File: config.mk
export PLATFORM = sky130hd
export DESIGN_NAME = pipeline_stall_controller
export DESIGN_NICKNAME = d
export VERILOG_FILES = /design/src/rtl/pipeline_stall_controller.sv
export SDC_FILE = /design/constraint.sdc
export NUM_CORES = 1
export LEC_CHECK = 0
export ABC_AREA = 1
export CAP_MARGIN = 0
export CORE_AREA = 2 2 108 110
export CTS_CLUSTER_SIZE = 28
export DETAILED_ROUTE_END_ITERATION = 10
export DIE_AREA = 0 0 110 112
export PLACE_DENSITY = 0.47
export SYNTH_ARGS = -nofsm -noshare
export SYNTH_HDL_FRONTEND = slang
export SYNTH_SLANG_ARGS = --single-unit
File: constraint.sdc
create_clock -name clk -period 1.7 [get_ports clk]
set_input_delay 0.17 -clock clk [delete_from_list [all_inputs] [get_ports clk]]
set_output_delay 0.17 -clock clk [all_outputs]
set_load 0.01 [all_outputs]
File: src/rtl/pipeline_stall_controller.sv
// Stall/flush sequencer for the 5-stage MIPS pipeline: load-use stalls, branch/jump
// flushes, data-memory freeze with timeout fault, and post-reset init hold.
module pipeline_stall_controller #(
  parameter int INIT_CYCLES = 2,
  parameter int TIMEOUT     = 15,
  parameter int CNT_W       = 16
) (
  input  logic             clk,
  input  logic             rst,
  input  logic             idex_mem_read,
  input  logic [4:0]       idex_rt,
  input  logic [4:0]       ifid_rs,
  input  logic [4:0]       ifid_rt,
  input  logic             ifid_uses_rt,
  input  logic [1:0]       pc_src,
  input  logic             mem_req,
  input  logic             mem_ready,
  output logic             ld_pc,
  output logic             ld_ifid,
  output logic             flush_ifid,
  output logic             clr_idex,
  output logic             ld_pipe,
  output logic             fault,
  output logic [1:0]       state,
  output logic [CNT_W-1:0] stall_cnt,
  output logic [CNT_W-1:0] flush_cnt
);

  typedef enum logic [1:0] {
    S_INIT  = 2'd0,
    S_RUN   = 2'd1,
    S_WAIT  = 2'd2,
    S_FAULT = 2'd3
  } state_t;

  localparam int IW = (INIT_CYCLES > 0) ? $clog2(INIT_CYCLES + 1) : 1;
  localparam int WW = (TIMEOUT > 0) ? $clog2(TIMEOUT + 1) : 1;
  localparam logic [IW-1:0]    INIT_LAST = IW'((INIT_CYCLES > 0) ? INIT_CYCLES - 1 : 0);
  localparam logic [WW-1:0]    WAIT_MAX  = WW'(TIMEOUT);
  localparam logic [CNT_W-1:0] CNT_MAX   = '1;
  localparam state_t           RST_ST    = (INIT_CYCLES == 0) ? S_RUN : S_INIT;

  state_t          st;
  logic [IW-1:0]   init_cnt;
  logic [WW-1:0]   wait_cnt;
  logic            lu, miss;

  assign state = st;
  assign fault = (st == S_FAULT);

  // A jump redirects the PC regardless of the load, so it never needs the stall.
  assign lu   = idex_mem_read && (idex_rt != 5'd0) && (pc_src != 2'd2) &&
                ((idex_rt == ifid_rs) || (ifid_uses_rt && (idex_rt == ifid_rt)));
  assign miss = mem_req && !mem_ready;

  always_comb begin
    ld_pc      = 1'b0;
    ld_ifid    = 1'b0;
    flush_ifid = 1'b0;
    clr_idex   = 1'b0;
    ld_pipe    = 1'b0;
    case (st)
      S_INIT: begin
        clr_idex = 1'b1;
        ld_pipe  = 1'b1;
      end
      S_RUN: begin
        if (miss) begin
          ld_pc = 1'b0;
        end else if (lu) begin
          clr_idex = 1'b1;
          ld_pipe  = 1'b1;
        end else begin
          ld_pc      = 1'b1;
          ld_ifid    = 1'b1;
          ld_pipe    = 1'b1;
          flush_ifid = (pc_src != 2'd0);
        end
      end
      S_WAIT: begin
        if (mem_ready) begin
          ld_pc   = 1'b1;
          ld_ifid = 1'b1;
          ld_pipe = 1'b1;
        end
      end
      default: ;
    endcase
  end

  always_ff @(posedge clk or negedge rst) begin
    if (!rst) begin
      st        <= RST_ST;
      init_cnt  <= '0;
      wait_cnt  <= '0;
      stall_cnt <= '0;
      flush_cnt <= '0;
    end else begin
      case (st)
        S_INIT: begin
          init_cnt <= init_cnt + 1'b1;
          if (init_cnt == INIT_LAST) st <= S_RUN;
        end
        S_RUN: begin
          if (miss) begin
            wait_cnt <= WW'(1);
            st       <= S_WAIT;
          end
        end
        S_WAIT: begin
          if (mem_ready) begin
            wait_cnt <= '0;
            st       <= S_RUN;
          end else if (wait_cnt == WAIT_MAX) begin
            st <= S_FAULT;
          end else begin
            wait_cnt <= wait_cnt + 1'b1;
          end
        end
        default: ;
      endcase
      if ((st == S_RUN || st == S_WAIT) && !ld_pc && stall_cnt != CNT_MAX)
        stall_cnt <= stall_cnt + 1'b1;
      if (flush_ifid && flush_cnt != CNT_MAX)
        flush_cnt <= flush_cnt + 1'b1;
    end
  end

endmodule

Word level (Yosys, flattened, before mapping)
Cells that the tools add are included.

storage, ports and cells
  register bits after elaboration = 40
  output and inout bits = 40
  word-level logic and storage cells = 63
  input bits = 23

operators by class
  eq/ne operators = 14
  muxes and demuxes = 21
  reduce and logical (&&, ||, !) cells = 19
  $add $sub $neg = 4

operators by type and width
  kind                   count
  $add 16x1->16 const B  2
  $ne 16x16->1 const B   2
  $mux 4                 3
  $eq 5x5->1             2
  $mux 1                 9
  $logic_and 1x1->1      8
  $mux 2                 4
  $pmux 4 s2             1
  $ne 2x2->1 const B     3
  $ne 3x3->1 const B     2
  $pmux 2 s3             1
  $reduce_bool 5->1      1
  $add 4x1->4 const B    1
  $eq 2x1->1 const B     2
  $eq 2x2->1 const B     2
  $eq 4x4->1 const B     1
  $pmux 1 s2             2
  $reduce_and 4->1       1
  $reduce_bool 2->1      2
  $pmux 1 s3             1
  $reduce_and 3->1       1
  $reduce_bool 3->1      1
  $add 2x1->2 const B    1
  $logic_not 1->1        2
  2 further kinds        3

Longest topological paths before layout
  depth after elaboration = 10
  mapped depth = 13
  mapped depth without buffers = 12

Least setup slack after synthesis
Ideal clock, no wire load.

  path type = register to output
  from = register st[1] (netlist: state[1])
  to = output ld_pc
  data required time = 1.530 ns
  data arrival time = 1.592 ns
  buffers on the path = 2
  slack = -0.062 ns
  cell stages (with the launch flop) = 9
  path through = dfrtp_1 inv_1 ha_1 inv_1 a21oi_2 a21oi_4 buf_4 nor2_1 buf_4

between the ends
  word-level cells in the longest chain between the ends = 2
  elaborated cells on any way between the ends = 3
  those cells by class = eq/ne (2); mux (1)

ends and longest elaborated chain
  element                                          RTL line  source
  start, declared                                  43        state_t st;
  start signal, assigned                           93        st <= RST_ST;
  start signal, assigned                           102       if (init_cnt == INIT_LAST) st <= S_RUN;
  start signal, assigned                           107       st <= S_WAIT;
  $eq 2x2->1 / $eq 2x1->1 (equally long branches)  -
  $pmux 1 s2 (*)                                   -
  end, declared                                    18        output logic ld_pc,

Every way passes the cells marked *; elsewhere a longest branch is shown, timed or not.

Worst setup path in the final report
  from = register st[1] (netlist: state[1])
  to = output ld_ifid

between the ends
  word-level cells in the longest chain between the ends = 2
  elaborated cells on any way between the ends = 3
  those cells by class = eq/ne (2); mux (1)

ends and longest elaborated chain
  element                                          RTL line  source
  $eq 2x2->1 / $eq 2x1->1 (equally long branches)  62        case (st)
  $pmux 1 s2 (*)                                   62
  end, declared                                    19        output logic ld_ifid,

Marked as above.

==> flow_metrics.tcl <==
set metrics [dict create \
    status "finished, final reports clean" \
    worstPathArrival_ns 1.52 \
    clockBufferDepth 2 \
    clock-root-buffer "clkbuf_16" \
    crit_type "flop to output pin" \
    hold_viol_final 0 \
    grt.busiest_layer "met2" \
    grt_pass1_vias 2818 \
    layout_common_cells "nand2_1, buf_4, clkdlybuf4s50_1" \
    synthFlopType "dfrtp_1" \
    drv_slew 0 \
    grt_use_met2_pct 21.1 \
    yosys_warnings 0 \
    hold_slack_ns 0.480 \
    reg2reg_to "stall_cnt[9]$_DFFE_PN0P_" \
    ios 63 \
    cp_max_fo 3 \
    antenna_found_initial 0 \
    dp_slack_ns -0.413 \
    wl_um 8220 \
    track_usage_pct 13.2 \
    finalCritPeriodShare_pct 99.5 \
    post-dp-hpwl_um 5770 \
    peakVddDrop_mv 0.502 \
    area_growth_syn_to_layout_pct 54.6 \
    layout_min_cycle_time_ns 1.69 \
    layout_setup_ws_ns 0.00853 \
    gp_congestion 0.772 \
    insertedDiodeCount 0 \
    rr_worst_depth 7 \
    nets 519 \
    nFillCells 1157 \
    powerDensity_nw_per_um2 1130 \
    async_reset_ff_share_pct 100 \
    syn_inst 373 \
    placedCellCount 612 \
    syn_nets 404 \
    power_leakage_nw 2.03 \
    numCtsBuffers 5 \
    syn_area_sq_um 2730 \
    rows 39 \
    clk_latency_ns 0.28 \
    die_h_um 112 \
    grt_overflow 0 \
    ys_seq_area_share_pct 36.6 \
    worst_pin_slew_ns 0.538 \
    firstDrtPassIters 4 \
    wl_per_cell_um 13.0 \
    post_synth.cell_area_avg_sq_um 7.32 \
    design.die.area_sq_um 12300 \
    synth_edf_count 0 \
    viasPerCell 4.50 \
    skew_ns 0.00510 \
    cp_data_required_time_ns 1.53 \
    use_met1_pct 17.8 \
    drive_gt1_share_pct 23.3 \
    cts_tree "yes" \
    grtUsageMet3_pct 2.34 \
    core_area_sq_um 11200 \
    startpoint_type "flop" \
    hold_path.class "input pin to asynchronous set/reset pin" \
    drc_errors 0 \
    fmax_ghz 0.591 \
    die_w_um 110 \
    ant_nets 0 \
    reg2reg_setup_slack_ns 0.03 \
    grt_pass1_wl_um 13000 \
    start_util_pct 24.4 \
    final_common_cell "nand2_1" \
    tns_ns 0 \
    setup_viol 0 \
    final_cells 632 \
    drv_cap 0 \
    via_count 2845 \
    htreeDepth 2 \
    ys_seq_elements 40 \
    relSlewSlack_pct 64.1 \
    worstSetupEndpointType "output pin" \
    first_iter_violations 179 \
    grt_max_degree 41 \
    clock_sinks 40 \
    port-buffer-count 62 \
    clk_pin_slew_ns 0.06 \
    rsz0062_at_grt "yes" \
    r2r-start "stall_cnt[1]$_DFFE_PN0P_" \
    synth.distinct_cells 33 \
]
## how the worst max path moves through the flow
stage                                        start                       end  slack, ns  cells past startpoint
after floorplan               state[0]$_DFFE_PN0P_      state[1]$_DFFE_PN0P_      -0.01                      8
after global placement                  idex_rt[4]                  clr_idex      -0.40                     10
after detailed placement                idex_rt[4]                  clr_idex      -0.41                     10
after CTS                     state[1]$_DFFE_PN0P_                   ld_ifid     -0.007                      8
after global routing      stall_cnt[1]$_DFFE_PN0P_  stall_cnt[3]$_DFFE_PN0P_      -0.09                      7
final                         state[1]$_DFFE_PN0P_                   ld_ifid      0.009                      8
## cells by family (layout without fill, tap and decap cells)
family	Yosys count	in the layout	share of synthesized area [%]
and+or+nand+nor	221	222	37.4
AOI/OAI and AO/OA	20	20	4.31
buffers and inverters	55	170	8.66
DFF	40	40	36.6
xor gates and xnor gates	29	29	9.30
adders and majority gates	8	8	3.66
## synthesized netlist by cell type, types with 2 or more instances
master / number / area share, %
xnor2_1: 17 / 5.5
nand2_2: 2 / 0.46
nand3b_1: 2 / 0.55
dfrtp_1: 40 / 37
o21ai_0: 9 / 1.6
o21ai_1: 5 / 0.92
nand3_1: 30 / 5.5
ha_1: 8 / 3.7
nand4_1: 22 / 5.0
xor2_1: 12 / 3.8
nor3_1: 8 / 1.5
nor2_1: 28 / 3.8
buf_4: 4 / 1.1
inv_1: 41 / 5.6
nand2_1: 120 / 16
buf_2: 3 / 0.55
a21oi_1: 2 / 0.37
nand4_4: 2 / 1.6
inv_2: 4 / 0.55
## routing by layer
metal	up-vias	part of all wire [%]	wire length, um
li1	1434	-	-
met1	1346	46	3790
met2	56	47	3900
met3	9	4.6	374
met4	0	1.8	147
met5	-	0	0
## cell type report
type | count | area, sq um | area share [%]
multi-input combinational | 279 | 1650 | 39.0
timing repair buffer | 117 | 1080 | 25.5
sequential | 40 | 1000 | 23.7
tap | 143 | 179 | 4.24
inverter | 45 | 169 | 4.00
clock buffer | 6 | 139 | 3.29
clock inverter | 2 | 10.0 | 0.237
## flip-flops by register name (all words and copies together) (netlist names)
name	count
init_cnt	2
wait_cnt	4
stall_cnt	16
flush_cnt	16
state	2
## worst max-delay path, stage by stage, from the launching register on
cell and delay, ns:
dfrtp_1 0.39, inv_2 0.08, ha_4 0.14, inv_2 0.04
a21oi_4 0.17, buf_6 0.13, a21oi_4 0.06, nor2_4 0.11
buf_6 0.11
## metrics by stage
stage / cell area (sq um) / total power, W / util [%]
2_1_floorplan: 2730 / 0.00249 / -
4_1_cts: 3980 / 0.00461 / 35.6
6_report: 4220 / 0.00479 / 37.8
5_1_grt: 4220 / 0.00515 / 37.8
3_3_place_gp: 3790 / 0.00353 / 33.9
3_5_place_dp: 3790 / 0.00356 / 33.9
## power by group
| group | switching [W] | internal, W |
|---|---|---|
| combinational | 0.00139 | 0.00117 |
| clock | 0.000394 | 0.000579 |
| sequential | 0.000132 | 0.00112 |
## repair_timing
action                                 CTS  global route
gates resized for setup                 42            44
setup endpoints to repair               25            41
hold buffers                             1             0
cloned                                   0             2
setup buffers                            1             9
pin swaps                                6            29
endpoints found under the hold margin   40             0
Note: power is estimated with default switching activity, not from simulation.
